**src/rtl/msx_reload_seq_pkg.sv**
```systemverilog
// Shared MSX types for the cold-restart sequencer: cartridge type encoding,
// sequencer states and the default ROM download indices.
package msx_reload_seq_pkg;

  typedef enum logic [2:0] {
    CART_ROM   = 3'd0,
    CART_SCC   = 3'd1,
    CART_SCCP  = 3'd2,
    CART_FMPAC = 3'd3,
    CART_MFRSD = 3'd4,
    CART_GM2   = 3'd5,
    CART_FDC   = 3'd6,
    CART_EMPTY = 3'd7
  } cart_typ_t;

  typedef enum logic [2:0] {
    RS_IDLE,
    RS_HOLD,
    RS_CLR_A,
    RS_CLR_B,
    RS_WAIT_DL,
    RS_RELEASE
  } reload_state_t;

  localparam logic [7:0] ROM_A_INDEX_DEF = 8'd1;
  localparam logic [7:0] ROM_B_INDEX_DEF = 8'd2;
  localparam int         TMR_W           = 21;

  // Mapper/SRAM-backed types own an SDRAM region that must be wiped on retype.
  function automatic logic needs_clear(input cart_typ_t t);
    return (t != CART_ROM) && (t != CART_EMPTY);
  endfunction

endpackage

```
**src/rtl/msx_clr_timer.sv**
```systemverilog
// Loadable down-counter; expired is high while the count sits at zero.
module msx_clr_timer #(
  parameter int             W         = 21,
  parameter logic [W-1:0]   RESET_VAL = '0
) (
  input  logic         clk,
  input  logic         reset_n,
  input  logic         load,
  input  logic [W-1:0] load_val,
  output logic         expired
);

  logic [W-1:0] count;

  // NOTE: sequential state uses non-blocking assignments so every register
  // samples pre-edge values regardless of process evaluation order.
  always_ff @(posedge clk or negedge reset_n) begin
    if (!reset_n)
      count <= RESET_VAL;
    else if (load)
      count <= load_val;
    else if (count != '0)
      count <= count - 1'b1;
  end

  assign expired = (count == '0);

endmodule

```
**src/rtl/msx_reload_seq.sv**
```systemverilog
// MSX cold-restart sequencer: holds the core in reset, clears retyped slot
// regions, waits out ROM downloads, then releases and publishes slot enables.
module msx_reload_seq
  import msx_reload_seq_pkg::*;
#(
  parameter int         HOLD_CYCLES = 1024,
  parameter int         CLR_TIMEOUT = 1048576,
  parameter logic [7:0] ROM_A_INDEX = ROM_A_INDEX_DEF,
  parameter logic [7:0] ROM_B_INDEX = ROM_B_INDEX_DEF
) (
  input  logic       clk,
  input  logic       reset_n,
  input  logic       reload,
  input  logic [5:0] cart_typ,
  input  logic       ioctl_download,
  input  logic [7:0] ioctl_index,
  output logic       clr_req,
  output logic       clr_slot,
  input  logic       clr_ack,
  output logic       msx_reset,
  output logic [1:0] slot_en,
  output logic       busy,
  output logic       clr_err
);

  localparam logic [TMR_W-1:0] HOLD_LOAD = TMR_W'(HOLD_CYCLES - 1);
  localparam logic [TMR_W-1:0] CLR_LOAD  = TMR_W'(CLR_TIMEOUT - 1);

  reload_state_t    state, next_state;
  cart_typ_t        in_typ   [2];
  cart_typ_t        cur_typ  [2];
  cart_typ_t        prev_typ [2];
  logic [1:0]       chg, chg_now, need, rom_loaded, rom_next, rel_en, rom_hit;
  logic             init_q, dl_q, dl_fall, seq_start, latch;
  logic             in_clr, tmr_load, tmr_expired, clr_timeout;
  logic [TMR_W-1:0] tmr_val;

  // NOTE: every signal driven here gets a default first, so no path can
  // leave one unassigned and infer a latch.
  always_comb begin
    in_typ[0] = cart_typ_t'(cart_typ[2:0]);
    in_typ[1] = cart_typ_t'(cart_typ[5:3]);
    dl_fall   = dl_q & ~ioctl_download;
    rom_hit   = {dl_fall && (ioctl_index == ROM_B_INDEX),
                 dl_fall && (ioctl_index == ROM_A_INDEX)};
    seq_start = reload || ((state == RS_IDLE) && (rom_hit != 2'b00));
    // Out of reset the first cycle latches the live types without restarting HOLD.
    latch     = seq_start || init_q;
    in_clr    = (state == RS_CLR_A) || (state == RS_CLR_B);
    for (int i = 0; i < 2; i++) begin
      chg_now[i] = (in_typ[i] != prev_typ[i]);
      need[i]    = chg[i] && needs_clear(cur_typ[i]);
      rel_en[i]  = (cur_typ[i] != CART_EMPTY) &&
                   ((cur_typ[i] != CART_ROM) || rom_loaded[i]);
    end
    rom_next = rom_loaded;
    if (latch)
      rom_next = rom_next & ~chg_now;
    rom_next = rom_next | rom_hit;
    clr_timeout = in_clr && tmr_expired && !clr_ack && !reload;
  end

  always_ff @(posedge clk or negedge reset_n) begin
    if (!reset_n)
      state <= RS_HOLD;
    else
      state <= next_state;
  end

  always_comb begin
    next_state = state;
    if (seq_start) begin
      next_state = RS_HOLD;
    end else begin
      case (state)
        RS_IDLE:    next_state = RS_IDLE;
        RS_HOLD:
          if (tmr_expired && !init_q)
            next_state = need[0] ? RS_CLR_A : (need[1] ? RS_CLR_B : RS_WAIT_DL);
        RS_CLR_A:
          if (clr_ack || tmr_expired)
            next_state = need[1] ? RS_CLR_B : RS_WAIT_DL;
        RS_CLR_B:
          if (clr_ack || tmr_expired)
            next_state = RS_WAIT_DL;
        RS_WAIT_DL:
          if (!ioctl_download)
            next_state = RS_RELEASE;
        RS_RELEASE: next_state = RS_IDLE;
        default:    next_state = RS_HOLD;
      endcase
    end
  end

  always_comb begin
    msx_reset = (state != RS_IDLE);
    busy      = (state != RS_IDLE);
    clr_req   = in_clr;
    clr_slot  = (state == RS_CLR_B);
  end

  // One timer serves both the hold count and the per-slot clear timeout.
  always_comb begin
    tmr_load = seq_start ||
               (((next_state == RS_CLR_A) || (next_state == RS_CLR_B)) &&
                (next_state != state));
    tmr_val  = seq_start ? HOLD_LOAD : CLR_LOAD;
  end

  msx_clr_timer #(
    .W         (TMR_W),
    .RESET_VAL (HOLD_LOAD)
  ) u_timer (
    .clk      (clk),
    .reset_n  (reset_n),
    .load     (tmr_load),
    .load_val (tmr_val),
    .expired  (tmr_expired)
  );

  always_ff @(posedge clk or negedge reset_n) begin
    if (!reset_n) begin
      init_q     <= 1'b1;
      dl_q       <= 1'b0;
      chg        <= 2'b00;
      rom_loaded <= 2'b00;
      slot_en    <= 2'b00;
      clr_err    <= 1'b0;
      for (int i = 0; i < 2; i++) begin
        cur_typ[i]  <= CART_EMPTY;
        prev_typ[i] <= CART_EMPTY;
      end
    end else begin
      init_q     <= 1'b0;
      dl_q       <= ioctl_download;
      rom_loaded <= rom_next;
      if (latch) begin
        chg     <= chg_now;
        slot_en <= 2'b00;
        clr_err <= 1'b0;
        for (int i = 0; i < 2; i++)
          cur_typ[i] <= in_typ[i];
      end else begin
        if (clr_timeout)
          clr_err <= 1'b1;
        if (state == RS_RELEASE) begin
          slot_en <= rel_en;
          for (int i = 0; i < 2; i++)
            prev_typ[i] <= cur_typ[i];
        end
      end
    end
  end

endmodule

```
**config.mk**
```make
export PLATFORM = sky130hd
export DESIGN_NAME = msx_reload_seq
export DESIGN_NICKNAME = d
export VERILOG_FILES = /design/src/rtl/msx_reload_seq_pkg.sv /design/src/rtl/msx_clr_timer.sv /design/src/rtl/msx_reload_seq.sv
export SDC_FILE = /design/constraint.sdc
export NUM_CORES = 1
export LEC_CHECK = 0
export CAP_MARGIN = 20
export CORE_UTILIZATION = 35
export CTS_BUF_LIST = sky130_fd_sc_hd__clkbuf_16
export CTS_CLUSTER_SIZE = 40
export DETAILED_ROUTE_END_ITERATION = 10
export GPL_TIMING_DRIVEN = 1
export PLACE_DENSITY = 0.54
export REMOVE_ABC_BUFFERS = 1
export SLEW_MARGIN = 15
export SYNTH_ARGS = -nofsm -noshare
export SYNTH_HDL_FRONTEND = slang
export SYNTH_HIERARCHICAL = 1
export SYNTH_SLANG_ARGS = --single-unit
```
**constraint.sdc**
```tcl
create_clock -name clk -period 4.65 [get_ports clk]
set_input_delay 1.395 -clock clk [delete_from_list [all_inputs] [get_ports clk]]
set_output_delay 1.395 -clock clk [all_outputs]
set_load 0.01 [all_outputs]
```
Word level (Yosys, flattened, before mapping)
Cells that the tools add are included.
- register bits: 45
- bits in latches: 0
- memory bits (writable): 0
- bits in read-only memories: 0
- bits of input ports: 19
- logic and storage cells: 86
- memories kept: 0
- $add $sub $neg: 1
- $mul: 0
- div/mod/pow operators: 0
- magnitude comparators: 0
- eq/ne operators: 14
- shift operators: 0
- mux-type cells: 16
- bitwise gates (word level): 6
- reduce and logical (&&, ||, !) cells: 37
- operators with widths (operator ; count):
    $mux W21 ; 2
    $logic_not A21 Y1 ; 1
    $mux W3 ; 7
    $reduce_bool A21 Y1 ; 1
    $sub A21 B1 Y21 const B ; 1
    $mux W20 ; 1
    $pmux W3 S5 ; 1
    $logic_and A1 B1 Y1 ; 14
    $eq A3 B2 Y1 const B ; 4
    $ne A3 B3 Y1 ; 3
    $reduce_bool A3 Y1 ; 3
    $eq A8 B1 Y1 const B ; 1
    $eq A8 B2 Y1 const B ; 1
    $logic_or A1 B1 Y1 ; 8
    $reduce_bool A2 Y1 ; 4
    $eq A3 B3 Y1 const B ; 2
    $mux W2 ; 3
    $ne A3 B3 Y1 const B ; 2
    $eq A3 B1 Y1 const B ; 1
    $logic_not A1 Y1 ; 3
    $logic_not A3 Y1 ; 1
    $and A2 B2 Y2 ; 1
    $mux W1 ; 2
    $not A1 Y1 ; 2
    other kinds (5) ; 5

Longest topological paths before layout
Gate-level depths: netlist of run 1.
- depth in word-level cells: 13
- gate-level depth with buffers: 14

By module
Netlist of run 1, hierarchy kept.
- modules (own cells, without submodules) (module ; instances ; cells an instance ; area an instance (sq um)):
    msx_clr_timer ; 1 ; 129 ; 1310.0
    msx_reload_seq ; 1 ; 115 ; 1307.5

Least setup slack after synthesis of run 1
Ideal clock, no wire load.
- path type: input to register
- start: input ioctl_index[1]
- end: register u_timer.count[6]
- setup time: 0.077 ns
- arrival: 3.016 ns
- required time: 4.573 ns
- path slack: 1.557 ns
- cell stages on the path: 8
- buffers on the path: 2
- path through: xor2_1 -> a41oi_1 -> nand3_1 -> clkbuf_1 -> clkbuf_1 -> a21oi_1 -> o31ai_1 -> o21a_1
- cells in the longest elaborated chain, start to end: 11
- elaborated cells on any way between the ends: 16
- those cells by class: eq/ne (5); mux (2); reduce/logical (9)
- ends and longest elaborated chain (item ; RTL line ; RTL):
    start: declaration ; msx_reload_seq.sv:16 ; input logic [7:0] ioctl_index,
    $eq A8 B1 Y1 or $eq A8 B2 Y1 (tied branches) ; msx_reload_seq.sv:45, msx_reload_seq.sv:44 ;
    $logic_and A1 B1 Y1, on equally long branches ; msx_reload_seq.sv:45, msx_reload_seq.sv:44 ;
    $reduce_bool A2 Y1 * ; msx_reload_seq.sv:46 ; seq_start = reload || ((state == RS_IDLE) && (rom_hit != 2'b00));
    $logic_and A1 B1 Y1 * ; msx_reload_seq.sv:46 ;
    $logic_or A1 B1 Y1 * ; msx_reload_seq.sv:46 ;
    $mux W3 ; msx_reload_seq.sv:72 ; if (seq_start) begin
    $eq A3 B2 Y1 ; msx_reload_seq.sv:105 ; (((next_state == RS_CLR_A) || (next_state == RS_CLR_B)) &&
    $logic_or A1 B1 Y1 ; msx_reload_seq.sv:105 ;
    $logic_and A1 B1 Y1 ; msx_reload_seq.sv:105 ;
    $logic_or A1 B1 Y1 * ; msx_reload_seq.sv:104 ; tmr_load = seq_start ||
    via tmr_load ; msx_reload_seq.sv:35 ; logic in_clr, tmr_load, tmr_expired, clr_timeout;
    $mux W21 or $reduce_bool A2 Y1 (tied branches) ; -- ;
    end signal: assignment ; msx_clr_timer.sv:21 ; count <= load_val;
    end signal: assignment ; msx_clr_timer.sv:23 ; count <= count - 1'b1;
    end: declaration ; msx_clr_timer.sv:13 ; logic [W-1:0] count;
The timed path passes the listed nets; every way through them passes the cells marked *.
A chain may end at the register's enable or synchronous reset.

Worst setup path in the final report of run 1
- start: input ioctl_index[1]
- end: register u_timer.count[15]
The elaborated chain is that of the path after synthesis.

==> flow_summary_export.csv, run 1 <==
group,metric,value,unit
logic_synthesis,synth.cell_area,2620,um^2
sta,worst_slack,1.17,ns
final_layout,layout-drive-gt1-share,0.222,
floorplanning,die_y,88.5,um
logic_synthesis,yosysUniqueCellTypes,59,
logic_synthesis,synth_ff_type,"dfstp_2",
logic_synthesis,synth_edf_count,0,
place,place.gp.congestion,0.747,
detailed_routing,postRouteWirelength,5220,um
clocking,clockBufferDepth,2,
logic_synthesis,synth_most_common_cell,"dfstp_2",
sta,fin_crit_sh,0.749,
clocking,path_clk_slew,0.06,ns
sta,final.min_clock_period,3.48,ns
floorplanning,fp.dieW,88.5,um
final_layout,area_growth,19.5,%
clocking,tritoncts,"built",
power,p_total,0.989,mW
global_route,first_global_vias,1856,
clocking,htreeDepth,2,
sta,skew,0.00671,ns
sta,drv_slew,0,
clocking,post_cts_buffers,0,
sta,fin_setup_tns,0,ns
sta,finalHoldViolations,0,
power,p_per_area,316,nW/um^2
detailed_routing,post_drt_via_cell_ratio,4.95,
clocking,postCtsHoldBufs,0,
final_layout,antennaDiodeCount,0,
worst_setup_path,crit_fanout,20,
worst_setup_path,end_kind,"register",
clocking,cts_resized,0,
place,hpwl,3760,um
sta,setup_viol,0,
clocking,clkLatencyLatePin,0.28,ns
logic_synthesis,yosysSeqAreaShare,0.442,
logic_synthesis,synth_top_cells_by_count,"24 x dfstp_2, 23 x nand2_1, 21 x dfrtp_1",
detailed_routing,ant_nets,0,
floorplanning,start_util,0.361,
floorplanning,fp.coreArea,7250,um^2
place,dpl_worst_slack,0.914,ns
logic_synthesis,synth_seq_cells,45,
logic_synthesis,synth_warnings,6,
detailed_routing,drt_pass1_iterations,4,
sta,tightest_slew,0.762,ns
floorplanning,rows,31,
final_layout,multiInputGateArea,1400,um^2
clocking,numCtsBuffers,5,
sta,slew_headroom,0.492,
outcome,outcome,"finished clean",
global_route,grt_usage,0.146,
worst_setup_path,path_class,"in2reg",
worst_hold_path,hp-class,"reg2reg",
logic_synthesis,synth_top_area_share,0.241,
place,numPortBuffers,25,
worst_setup_path,required,4.87,ns
detailed_routing,drt-initial-drc-count,41,
final_layout,seq_area,1160,um^2
global_route,grt_remaining_overflow,0,
floorplanning,dieArea,7830,um^2
global_route,antenna_found_initial,0,
detailed_routing,via_count,1872,
detailed_routing,drc,0,
detailed_routing,avgRoutedWirePerCell,13.8,um
logic_synthesis,synth_area_leaders,"dfstp_2 24%, dfrtp_1 20%, xnor2_1 4.0%, xor2_1 3.7%, mux2_2 3.4%",
final_layout,fin_util,0.431,
logic_synthesis,async_flop_share,1.00,
power,p_leak,1.25,nW
logic_synthesis,synth_cells,244,
worst_setup_path,worstPathArrival,3.71,ns
flow_run,drv_cap,0,
floorplanning,io_pins,26,
sta,fmax,287,MHz
final_layout,finish.instance_area,3130,um^2
logic_synthesis,syn_area_per_cell,10.7,um^2
power,ir_worst_vdd,0.138,mV
sta,rsz0062_at_grt,"false",
final_layout,n_fill_cell,692,
final_layout,fin_nets,299,
worst_setup_path,startpoint_type,"input pin",
global_route,grt_pass1_wl,8740,um
clocking,cts_sinks,45,
logic_synthesis,synth_top_cell_by_area,"dfstp_2",
clocking,root_buffer,"clkbuf_16",
place,placed_area,2970,um^2
global_route,grt_max_degree,25,
-- registers in the layout (all words and copies together), names as in the netlist --
signal / cells
dl_q: 1
slot_en: 2
u_timer/count: 21
prev_typ: 6
state: 3
chg: 2
rom_loaded: 2
clr_err: 1
init_q: 1
cur_typ: 6
-- cells by family (layout without fill, tap and decap cells) --
family,Yosys count,count (layout),synth area share
XOR/XNOR,23,23,0.0770
adder cells (fa/ha/maj),2,2,0.00956
AO/OA/AOI/OAI,52,52,0.140
buffers and inverters,17,42,0.0397
flip-flops,45,45,0.442
AND/OR/NAND/NOR,88,88,0.217
multiplexers,15,15,0.0727
other,2,12,0.00287
-- critical path, cell delays in order --
cell	delay [ns]
clkdlybuf4s50_1	0.45
xor2_1	0.20
a41oi_1	0.22
buf_4	0.23
nand3_1	0.43
buf_4	0.39
a211oi_1	0.28
a21o_1	0.11
-- final cells by class --
cell class,instances,share of cell area
Clock buffer,5,0.0400
Clock inverter,3,0.0120
Timing Repair Buffer,28,0.0856
Sequential cell,45,0.370
Tap cell,99,0.0396
Inverter,6,0.00720
Multi-Input combinational cell,192,0.446
-- metal layers --
layer | vias up | routed length [um] | track usage | part of all wire
met4 | 0 | 46 | 0.0352 | 0.0088
met3 | 5 | 150 | 0.0271 | 0.029
met2 | 31 | 2580 | 0.259 | 0.49
li1 | 941 | - | - | -
met5 | - | 0 | 0 | 0
met1 | 895 | 2440 | 0.184 | 0.47
-- layout by cell type (no fill, tap or decap), types with 3 or more instances in the layout --
master,count
or4_1,3
mux2_4,6
clkdlybuf4s50_1,24
xnor2_1,12
a22o_1,7
nand2_1,23
o21ai_1,4
o21ai_0,7
nor4b_4,3
a31oi_1,3
a21oi_1,8
dfrtp_1,21
and2_1,3
nor4_1,4
inv_1,7
xor2_1,11
buf_4,3
mux2_2,8
nand2b_1,6
nand3_1,7
nor3_1,8
o31ai_1,8
conb_1,12
dfstp_2,24
nor2_1,11
clkbuf_16,5
-- power by group --
part / internal (mW) / switching, mW
Clock: 0.250 / 0.144
Sequential: 0.431 / 0.0310
Combinational: 0.0675 / 0.0660
Total: 0.748 / 0.241
-- worst paths after layout --
check	from	end	slack, ns	cells past startpoint
min reg2reg	clr_err	clr_err	0.51	2
max in group asynchronous	reset_n	cur_typ[0]	2.82	2
max reg2reg	u_timer/count[0]	u_timer/count[15]	1.31	11
max	ioctl_index[1]	u_timer/count[15]	1.17	8
min in group asynchronous	reset_n	u_timer/count[16]	1.08	1
min	clr_err	clr_err	0.51	2
-- through the flow --
stage               hold WS, ns  cells
floorplan                 0.475    243
global placement          0.488    370
detailed placement        0.506    370
CTS                       0.517    378
global route              0.547    378
finish                    0.509    378
(Power assumes the default switching activity.)
==> inputs of run 2 (changes only) <==
Clock period 4.65 ns to 3.5 ns, I/O delays scaled along.
==> run 2 against run 1 <==
Count of clock-buffer cells in the layout rose by 1. Wire length fell by 1.2%. Critical endpoint is now u_timer/count[19]. Sequential share of layout area fell by 0.32 points. Cell area rose by 0.88%. Register-to-register slack got worse by 0.85 ns.
==> flow_summary_export.csv, run 2 (synthesis gave the netlist of run 1 again) <==
group,metric,value,unit
place,dp_cells,373,
final_layout,finish.instance_area,3160,um^2
final_layout,antennaDiodeCount,0,
final_layout,fin_nets,302,
floorplanning,io_pins,26,
floorplanning,fp.coreArea,7250,um^2
detailed_routing,drc,0,
global_route,first_global_vias,1934,
place,hpwl,3880,um
power,ir_worst_vdd,0.230,mV
worst_hold_path,hp-class,"reg2reg",
clocking,cts_sinks,45,
detailed_routing,via_count,1881,
clocking,cts_resized,0,
global_route,grt_remaining_overflow,0,
global_route,grt_usage,0.146,
sta,tightest_slew,0.782,ns
power,p_per_area,417,nW/um^2
detailed_routing,drt-initial-drc-count,40,
place,place.gp.congestion,0.829,
final_layout,area_growth,20.6,%
final_layout,reg_top3,"u_timer/count: 21 flops, cur_typ: 6 flops, prev_typ: 6 flops",
floorplanning,dieArea,7830,um^2
power,p_leak,1.26,nW
detailed_routing,post_drt_via_cell_ratio,4.94,
sta,final.min_clock_period,3.04,ns
sta,rsz0062_at_grt,"false",
final_layout,fin_util,0.435,
clocking,clockBufferDepth,2,
worst_setup_path,required,3.67,ns
global_route,antenna_found_initial,0,
place,placed_area,2990,um^2
clocking,numCtsBuffers,5,
sta,slew_headroom,0.479,
place,dpl_worst_slack,0.428,ns
worst_setup_path,end_kind,"register",
global_route,grt_max_degree,36,
detailed_routing,ant_nets,0,
worst_setup_path,worstPathArrival,3.22,ns
detailed_routing,avgRoutedWirePerCell,13.5,um
final_layout,top_register,"u_timer/count",
clocking,path_clk_slew,0.07,ns
detailed_routing,drt_pass1_iterations,4,
clocking,clkLatencyLatePin,0.29,ns
detailed_routing,postRouteWirelength,5160,um
sta,worst_slack,0.457,ns
sta,fmax,329,MHz
clocking,root_buffer,"clkbuf_16",
final_layout,layout-drive-gt1-share,0.238,
sta,finalHoldViolations,0,
worst_setup_path,path_class,"reg2reg",
worst_setup_path,startpoint_type,"register",
clocking,post_cts_buffers,0,
sta,drv_slew,0,
floorplanning,die_y,88.5,um
final_layout,largest_reg_flops,21,
clocking,postCtsHoldBufs,0,
outcome,outcome,"finished clean",
floorplanning,start_util,0.361,
sta,holdWs,0.508,ns
final_layout,final-instance-count-excl-fill,381,
floorplanning,rows,31,
flow_run,drv_cap,0,
sta,fin_setup_tns,0,ns
worst_setup_path,crit_fanout,11,
global_route,grt_pass1_wl,8870,um
power,p_total,1.31,mW
sta,skew,0.0104,ns
floorplanning,fp.dieW,88.5,um
place,numPortBuffers,25,
clocking,tritoncts,"built",
sta,fin_crit_sh,0.869,
sta,setup_viol,0,
final_layout,mostFrequentLayoutCells,"24 x dfstp_2, 24 x clkdlybuf4s50_1, 23 x nand2_1",
clocking,htreeDepth,2,
## run 2: cell count changes in the layout (fill, tap and decap cells not counted)
cell       before  now
buf_4           3    6
clkinv_1        1    0
clkbuf_16       5    6
bufinv_16       1    0
inv_1           7    6
inv_6           0    2
## run 2: layout make-up
cell class	instances	area, um^2
Fill cell	713	4100
Multi-Input combinational cell	192	1400
Sequential cell	45	1160
Timing Repair Buffer	31	290
Clock buffer	6	150
Tap cell	99	124
Inverter	6	22.5
Clock inverter	2	17.5
## run 2: critical path: stages, from the launching register on
cell      delay, ns
dfstp_2        0.38
inv_1          0.11
ha_1           0.18
or4b_1         0.49
nor4b_4        0.27
and2_1         0.29
nand2b_1       0.14
a211o_1        0.31
nand3_1        0.33
nor2_1         0.20
a22o_1         0.23
## run 2: final timing paths
| kind | start | end | slack, ns | depth (start not counted) |
|---|---|---|---|---|
| setup / recovery | u_timer/count[0] | u_timer/count[19] | 0.46 | 10 |
| hold / removal | clr_err | clr_err | 0.51 | 2 |
| setup reg to reg | u_timer/count[0] | u_timer/count[19] | 0.46 | 10 |
| hold reg to reg | clr_err | clr_err | 0.51 | 2 |
| max in group asynchronous | reset_n | cur_typ[2] | 1.93 | 2 |
| min in group asynchronous | reset_n | dl_q | 0.84 | 1 |
## run 2: where the power goes
| part | leakage (nW) | total [mW] | switching (mW) | internal [mW] |
|---|---|---|---|---|
| combinational | 0.668 | 0.176 | 0.0848 | 0.0913 |
| clock | 0.0830 | 0.523 | 0.210 | 0.313 |
| sequential | 0.512 | 0.615 | 0.0428 | 0.572 |
## run 2: layer usage
layer | track usage | wire, um | vias to the layer above
met4 | 0.0352 | 29 | 0
met2 | 0.252 | 2570 | 34
met1 | 0.188 | 2400 | 891
li1 | - | - | 951
met3 | 0.0289 | 158 | 5
met5 | 0 | 0 | -
==> inputs of run 3 (changes only) <==
Settings changed: CAP_MARGIN 20 to 15.
==> results of run 3 <==
Final layout, timing and power as in run 2 (identical DEF).
